## config.mk

```make
export PLATFORM = sky130hd
export DESIGN_NAME = multiply_unsigned
export DESIGN_NICKNAME = d
export VERILOG_FILES = /design/src/rtl/multiply_unsigned.sv
export SDC_FILE = /design/constraint.sdc
export NUM_CORES = 1
export LEC_CHECK = 0
export ABC_AREA = 1
export CAP_MARGIN = 15
export CORE_ASPECT_RATIO = 1.5
export CORE_MARGIN = 8
export CORE_UTILIZATION = 57
export CTS_BUF_LIST = sky130_fd_sc_hd__clkbuf_16
export CTS_CLUSTER_SIZE = 24
export DETAILED_ROUTE_END_ITERATION = 7
export PLACE_DENSITY = 0.92
export RECOVER_POWER = 50
export REMOVE_ABC_BUFFERS = 1
export SYNTH_ARGS = -nofsm -noshare
export SYNTH_HDL_FRONTEND = slang
export SYNTH_SLANG_ARGS = --single-unit
```

## constraint.sdc

```tcl
create_clock -name clk -period 5.5 [get_ports clk]
set_input_delay 0.55 -clock clk [delete_from_list [all_inputs] [get_ports clk]]
set_output_delay 0.55 -clock clk [all_outputs]
set_load 0.01 [all_outputs]
```

## src/rtl/multiply_unsigned.sv

```systemverilog
// Iterative shift-add unsigned multiplier.
// Consumes one multiplier bit per clock; the 2*WIDTH-bit product is valid
// WIDTH edges after an accepted start and is held until the next start.
//
// state | meaning
// ------+-----------------------------------------------------------
// IDLE  | waiting for start, outputs cleared since reset
// BUSY  | iterating, one multiplier bit consumed per edge
// DONE  | product valid on product_hi/product_lo, start restarts
module multiply_unsigned #(
    parameter int WIDTH = 32
) (
    input  logic             clk,
    input  logic             reset,
    input  logic             start,
    input  logic [WIDTH-1:0] a,
    input  logic [WIDTH-1:0] b,
    output logic [WIDTH-1:0] product_hi,
    output logic [WIDTH-1:0] product_lo,
    output logic             busy,
    output logic             ready
);

    localparam int CW = $clog2(WIDTH) + 1;

    localparam logic [1:0] IDLE = 2'd0;
    localparam logic [1:0] BUSY = 2'd1;
    localparam logic [1:0] DONE = 2'd2;

    localparam logic [CW-1:0] LAST_COUNT = CW'(WIDTH - 1);

    logic [1:0]         state;
    logic [2*WIDTH-1:0] acc;
    logic [WIDTH-1:0]   mcand;
    logic [CW-1:0]      count;
    logic [WIDTH:0]     sum;

    // Partial-product add for the current LSB of the multiplier; the
    // extra bit holds the carry so it survives the right shift.
    always_comb begin
        sum = {1'b0, acc[2*WIDTH-1:WIDTH]};
        if (acc[0]) begin
            sum = {1'b0, acc[2*WIDTH-1:WIDTH]} + {1'b0, mcand};
        end
    end

    // Sequencing, operand latch and accumulate-shift datapath.
    always_ff @(posedge clk or negedge reset) begin
        if (!reset) begin
            state <= IDLE;
            acc   <= '0;
            mcand <= '0;
            count <= '0;
        end else begin
            case (state)
                IDLE, DONE: begin
                    if (start) begin
                        mcand <= a;
                        acc   <= {{WIDTH{1'b0}}, b};
                        count <= '0;
                        state <= BUSY;
                    end
                end
                BUSY: begin
                    acc   <= {sum, acc[WIDTH-1:1]};
                    count <= count + CW'(1);
                    if (count == LAST_COUNT) begin
                        state <= DONE;
                    end
                end
                default: begin
                    state <= IDLE;
                end
            endcase
        end
    end

    // Status flags are pure decodes of the state register.
    always_comb begin
        busy       = (state == BUSY);
        ready      = (state == DONE);
        product_hi = acc[2*WIDTH-1:WIDTH];
        product_lo = acc[WIDTH-1:0];
    end

endmodule

```

# After elaboration in Yosys (flattened, before gate mapping)
# Index checks and enable logic that the tools add are counted.
# word_totals
inputBits	67
register_bits	104
output_inout_bits	66
# classes
n_eq_ne	5
add_sub_neg	2
mux	8
reduce_logical	6
# op_table
cell	n
case mux 64 bit (2 select lines)	1
two-way mux 64 bit	1
adder 32 x 32 -> 33 bit	1
two-way mux 33 bit	1
case mux 6 bit (2 select lines)	1
adder 6 x 1 -> 6 bit, second input constant	1
== test 6 x 5 -> 1 bit, second input constant	1
two-way mux 6 bit	1
AND reduction 2 bit	3
two-way mux 2 bit	2
case mux 2 bit (2 select lines)	1
== test 2 x 1 -> 1 bit, second input constant	1
== test 2 bit, second input constant	1
zero test 2 bit	1
inequality test 2 x 1 -> 1 bit, second input constant	1
inequality test 2 bit, second input constant	1
nonzero test 2 bit	1
OR reduction 2 bit	1

# Depth between registers and ports, before layout
# Gate-level depths: netlist of the first run.
# logic_depth
ltp_word	4
ltp_mapped	13
mapped_depth_nobuf	13

# Worst setup path before layout of the first run
# Ideal clock, no wire load.
# synth_path
path_kind	register to register
from	register acc[32]
to	register acc[59]
setup_time_ns	0.116
path_stages_with_launch	13
arrival_ns	1.841
period_less_slack_ns	1.958
slack_ns	3.542
required_ns	5.384
cell_sequence	dfrtp_1 -> ha_1 -> fa_1 -> nand3_1 -> nand3_1 -> nand3_1 -> nand3_2 -> nand2_1 -> nand2_1 -> nand2_1 -> nand3_1 -> nand2_1 -> nand2_1
# synth_between
elab_chain_cells	3
# synth_lines
item	line	rtl
from (decl)	33	logic [2*WIDTH-1:0] acc;
from (signal assigned)	59	acc <= {{WIDTH{1'b0}}, b};
from (signal assigned)	65	acc <= {sum, acc[WIDTH-1:1]};
adder 32 x 32 -> 33 bit	43	sum = {1'b0, acc[2*WIDTH-1:WIDTH]} + {1'b0, mcand};
two-way mux 33 bit	42	if (acc[0]) begin
case mux 64 bit (2 select lines)	55	case (state)
# Every way passes these cells.
# A chain may end at the register's enable or synchronous reset.

# Worst setup path in the final report of the first run
# layout_path
from	register state[0]
to	register acc[31]
# layout_between
elab_chain_cells	4
# layout_lines
item	line	rtl
from (decl)	32	logic [1:0] state;
from (signal assigned)	50	state <= IDLE;
from (signal assigned)	61	state <= BUSY;
from (signal assigned)	68	state <= DONE;
== test 2 bit or zero test 2 bit (tied branches)	55	
OR reduction 2 bit	55	
inequality test 2 bit (no source line) or nonzero test 2 bit (tied branches)	n/a	
AND reduction 2 bit (no source line)	n/a	
# Several ways; a longest one is shown, not always the timed one.

==> qor.csv, run 1 <==
metric,value,unit
finalNetCount,1210,
ys_ff_latch,104,
dr.pass1.iters,5,
ctsHoldBuffers,0,
core,0.01189,mm^2
die_w,105.9,um
cts_resized,0,
fillers,948,
clkSinkCount,104,
detailroute.via_count,6668,
drt_iter0_markers,367,
cp-end-kind,register,
cp.required,5.70,ns
violations,"capacitance limit, slew limit",
hpwl,14.75,mm
startpoint_type,register,
hold_path_class,register to register,
grt_overflow_total,0,
root_buffer,clkbuf_16,
synth_area_per_cell,6.973,um^2
post-place-ws,2.051,ns
port-buffer-count,132,
r2r_setup_slack,1.98,ns
layout-drive-gt1-share,0.07008,
grt_max_degree,60,
rr_worst_depth,6,
crit_arrival,3.72,ns
final_cell_mix,"345 x nand2_1, 140 x inv_1, 104 x dfrtp_1",
seq_area_frac_synth,0.3766,
finalWorstSetupSlack,1.977,ns
drc,0,
grt_pass1_wl,32.87,mm
path_clk_slew,0.08,ns
startpoint,state[0],
postCtsSetupBuffers,0,
start_util,0.5810,
rows,49,
die_h,150.9,um
maxSlewHeadroom,-0.6586,
final_cell_area,0.008600,mm^2
synth.distinct_cells,32,
max_cap_violations,1,
cts_buffer_depth,2,
min-delay-start,acc[30],
syn_to_final_growth,24.44,%
place_area,0.008327,mm^2
rr_startpoint,state[0],
finalClockSkew,0.01052,ns
clock_latency,0.35,ns
path_max_fanout,54,
p_leak,0.004532,uW
path_class,register to register,
synth_area,0.006910,mm^2
final_common_cell,nand2_1,
fin_crit_sh,0.6405,
timing.fmax,283.9,MHz
dieArea,0.01598,mm^2
htree_num_levels,3,
finalHoldViolCount,0,
gp_congestion,0.9368,
outcome,"complete, but fails checks",
fin_crit,3.523,ns
multi_input_area,0.003647,mm^2
viasPerCell,5.267,
ioPinCount,133,
rsz0062_at_grt,false,
cts_made_buffers,9,
pwr_density_cell,749.3,mW/mm^2
cts_tree,yes,
regArea,0.002603,mm^2
setup-violations-final,0,
grt_use_total,0.2536,
tns,0,ns
antenna_left,0,
holdPathStages,2,
synthCells,991,
vdd_drop_max,0.0003361,V
antenna_cells,0,
antenna_found_initial,0,
yosys_warnings,0,
drv_slew,47,
drt_wl_total,19.65,mm
avgRoutedWirePerCell,15.52,um
worst_slew_pin_slew,2.488,ns
grt_pass1_vias,6857,
path summary, 6_finish.rpt:
kind / to
worst max-delay path: acc[31]
worst min-delay path: acc[30]
worst max register to register: acc[31]
worst min register to register: acc[30]
max in group asynchronous: mcand[31]
min in group asynchronous: acc[24]
cells in the mapped netlist:
library cell    n  share of area
o22ai_1         5         0.0045
clkbuf_4        1         0.0011
nor3_2          1         0.0014
ha_1           33          0.060
a22o_1          1         0.0013
mux2_2         32          0.052
buf_2           9         0.0065
inv_1         139          0.076
nand2_2        10         0.0091
nand3b_1        1         0.0011
o21ai_0        24          0.017
and2_1          2         0.0018
clkbuf_1       19          0.010
a21o_1          2         0.0022
dfrtp_1       104           0.38
xor2_1         13          0.016
nand4_1         1        0.00091
o21ai_1         9         0.0065
or2_2           1        0.00091
fa_1            1         0.0029
nand2_1       345           0.19
inv_2           3         0.0016
nor2_2          6         0.0054
o31ai_1         1         0.0011
nand3_1       102          0.074
nand3b_2        1         0.0016
clkinv_1        1        0.00054
nor3_1          1        0.00072
a21oi_1        40          0.029
nand3_2         5         0.0072
nor2_1         77          0.042
o21ai_2         1         0.0013
report_power, final:
group	internal [uW]	total [uW]	switching, uW
sequential	1180	1540	364
combinational	1690	4280	2590
clock	311	619	308
total	3180	6440	3270
flip-flops by register name, summed over array words and instances, names as in the netlist:
register and flops:
acc 64, mcand 32, count 6, state 2
worst max-delay path, cell delays in order (launching register included):
cell and delay [ns]:
dfrtp_1 0.38, inv_2 0.39, nor2_2 0.07, inv_1 0.90
nand2_2 0.51, inv_2 0.87, o21ai_0 0.20
stage by stage:
step / hold slack, ns / instances / utilization / total power, uW
2_1_floorplan: 0.2544 / 962 / - / 4370
3_3_place_gp: 0.4778 / 1251 / 0.7001 / 5703
3_5_place_dp: 0.4948 / 1251 / 0.7001 / 5824
4_1_cts: 0.2204 / 1266 / 0.7235 / 6487
5_1_grt: 0.5352 / 1266 / 0.7230 / 7093
6_report: 0.5126 / 1266 / 0.7230 / 6444
cell families after synthesis:
logic type,share of synthesized area
XOR/XNOR,0.01648
AND/OR/NAND/NOR,0.3333
buffers and inverters,0.09560
flip-flops,0.3766
AO/OA/AOI/OAI,0.06319
multiplexers,0.05215
adder cells (fa/ha/maj),0.06265
layout make-up:
| cell class | count | share of cell area |
|---|---|---|
| clock buffer | 9 | 0.02619 |
| clock inverter | 6 | 0.006256 |
| sequential | 104 | 0.3026 |
| tap | 153 | 0.02226 |
| inverter | 143 | 0.06242 |
| timing repair buffer | 136 | 0.1561 |
| multi-input combinational | 715 | 0.4241 |
layer usage:
metal / vias up / GRT usage / share of wire
li1: 3338 / - / -
met1: 3093 / 0.2898 / 0.40
met2: 205 / 0.4479 / 0.51
met3: 32 / 0.06005 / 0.062
met4: 0 / 0.09682 / 0.025
met5: - / 0 / 0
Power figures use the tool's default switching activity.
==> run 2, diff against run 1 <==
--- a/config.mk
+++ b/config.mk
@@ -9,11 +9,11 @@
 export CAP_MARGIN = 15
 export CORE_ASPECT_RATIO = 1.5
 export CORE_MARGIN = 8
-export CORE_UTILIZATION = 57
+export CORE_UTILIZATION = 48
 export CTS_BUF_LIST = sky130_fd_sc_hd__clkbuf_16
 export CTS_CLUSTER_SIZE = 24
 export DETAILED_ROUTE_END_ITERATION = 7
-export PLACE_DENSITY = 0.92
+export PLACE_DENSITY = 0.83
 export RECOVER_POWER = 50
 export REMOVE_ABC_BUFFERS = 1
 export SYNTH_ARGS = -nofsm -noshare
==> constraint.sdc (replaced) <==
create_clock -name clk -period 3.1 [get_ports clk]
set_input_delay 0.31 -clock clk [delete_from_list [all_inputs] [get_ports clk]]
set_output_delay 0.31 -clock clk [all_outputs]
set_load 0.01 [all_outputs]
==> qor.csv, run 2 (synthesis results as in run 1) <==
metric,value,unit,change
outcome,"complete, but fails checks",,
violations,"capacitance limit, slew limit",,
ioPinCount,133,,unchanged
start_util,0.4915,,-0.08946
drt_wl_total,19.06,mm,-3.0%
viasPerCell,5.017,,-4.8%
vdd_drop_max,0.0006726,V,+100%
grt_pass1_wl,31.93,mm,-2.9%
pwr_density_cell,1318,mW/mm^2,+76%
maxSlewHeadroom,-0.3295,,+0.3292
syn_to_final_growth,26.36,%,
gr-max-usage-layer,met2,,
timing.fmax,413.4,MHz,+46%
antenna_left,0,,unchanged
use_met1,0.2427,,-0.04715
ctsHoldBuffers,0,,unchanged
fillers,1318,,+39%
root_buffer,clkbuf_16,,
worst_slew_pin_slew,1.994,ns,-0.4937 ns
startpoint_type,register,,
grt_pass1_vias,6732,,-1.8%
core,0.01406,mm^2,+18%
dieArea,0.01857,mm^2,+16%
finalNetCount,1216,,+0.50%
layout-drive-gt1-share,0.07500,,+0.004919
r2r_setup_slack,0.68,ns,-1.30 ns
largest_reg_flops,64,,unchanged
drv_slew,81,,+72%
fin_crit,2.419,ns,-1.103 ns
dr.pass1.iters,8,,+3
largestRegisters,"acc x64, mcand x32, count x6",,
startpoint,state[0],,
use_met2,0.3719,,-0.07597
path_max_fanout,32,,-41%
cts_made_buffers,9,,unchanged
antenna_found_initial,0,,unchanged
cp-end-kind,register,,
postCtsSetupBuffers,0,,unchanged
max_stage_delay,0.53,ns,-0.37 ns
cp.required,3.34,ns,-2.36 ns
rr_startpoint,state[0],,
gp_congestion,0.9272,,-1.0%
final_cell_mix,"346 x nand2_1, 139 x inv_1, 104 x dfrtp_1",,
htree_num_levels,3,,unchanged
cp_cell_sequence,"inv_2, buf_4, nand2_2, nand2_1, inv_2, buf_12, nand2_1, nand3_1",,
rows,53,,+8.2%
path_class,register to register,,
rsz0062_at_grt,false,,
die_h,163.0,um,+8.0%
regMostFlops,acc,,
tns,0,ns,unchanged
crit_arrival,2.66,ns,-1.06 ns
finalHoldViolCount,0,,unchanged
clkSinkCount,104,,unchanged
grtUsageMet3,0.05085,,-0.009197
cts_tree,yes,,
port-buffer-count,132,,unchanged
finalWorstSetupSlack,0.6810,ns,-1.297 ns
max_cap_violations,1,,unchanged
path_clk_slew,0.09,ns,about the same
hold_path_class,primary input to async pin,,
r2r_end,acc[9],,
crit_slowest_cell,nand2_1,,
grt_use_total,0.2132,,-0.04042
cts_buffer_depth,2,,unchanged
grt_overflow_total,0,,unchanged
dp_cells,1296,,+3.6%
post-place-ws,0.9809,ns,-1.070 ns
hpwl,14.38,mm,-2.5%
finalClockSkew,0.01424,ns,+0.003716 ns
fin_crit_sh,0.7803,,+0.1399
p_leak,0.004577,uW,+0.99%
grt_max_degree,81,,+35%
rr_worst_depth,8,,+2
clock_latency,0.36,ns,about the same
die_w,114.0,um,+7.6%
final_common_cell,nand2_1,,
final_cells,1312,,+3.6%
drc,0,,unchanged
avgRoutedWirePerCell,14.53,um,-6.4%
antenna_cells,0,,unchanged
crit_path_end,acc[9],,
drt_iter0_markers,372,,+1.4%
cts_resized,0,,unchanged
detailroute.via_count,6582,,-1.3%
setup-violations-final,0,,unchanged
-- run 2: area by class of cell --
type,instances,area (um^2),share of cell area
clock inverters,7,86.33,0.009887
clock buffers,9,225.2,0.02579
repair buffers,142,1396,0.1599
multi-input cells,715,3645,0.4174
flip-flops and latches,104,2603,0.2980
well taps,192,240.2,0.02751
inverters,143,536.8,0.06147
-- run 2: how the worst min path moves through the flow --
stage	slack (ns)	from	endpoint
final	0.49	reset	acc[27]
after global routing	0.53	count[3]	count[3]
after CTS	0.17	reset	acc[23]
after detailed placement	0.49	count[3]	count[3]
after global placement	0.47	count[5]	count[5]
after floorplan	0.01	reset	acc[0]
-- run 2: metal layers --
metal	vias up	wire, um	share of wire
li1	3350	-	-
met1	3012	7773	0.41
met2	181	9414	0.49
met3	39	1260	0.066
met4	0	614	0.032
met5	-	0	0
-- run 2: worst max-delay path, delay by kind of cell (launching register included) --
kind,cells,cell delay (ns)
flip-flops,1,0.39
AND/OR/NAND/NOR,4,0.75
buffers and inverters,4,1.13
-- run 2: power by group --
part	leakage (uW)	internal, uW	total (uW)	switching (uW)
clock network	0.000152	586	1200	613
registers	0.00125	2090	2690	605
logic	0.00318	3040	7620	4570
total	0.00458	5720	11500	5790
-- run 2: per-stage QoR --
| stage | util | instance area, um^2 | total power (uW) | hold slack (ns) |
|---|---|---|---|---|
| 6_report | 0.6211 | 8732 | 11510 | 0.4876 |
| 5_1_grt | 0.6211 | 8732 | 12650 | 0.5278 |
| 4_1_cts | 0.6220 | 8745 | 11620 | 0.1674 |
| 3_5_place_dp | 0.5999 | 8433 | 10380 | 0.4872 |
| 3_3_place_gp | 0.5999 | 8433 | 10230 | 0.4710 |
| 2_1_floorplan | - | 6787 | 7753 | 0.01441 |
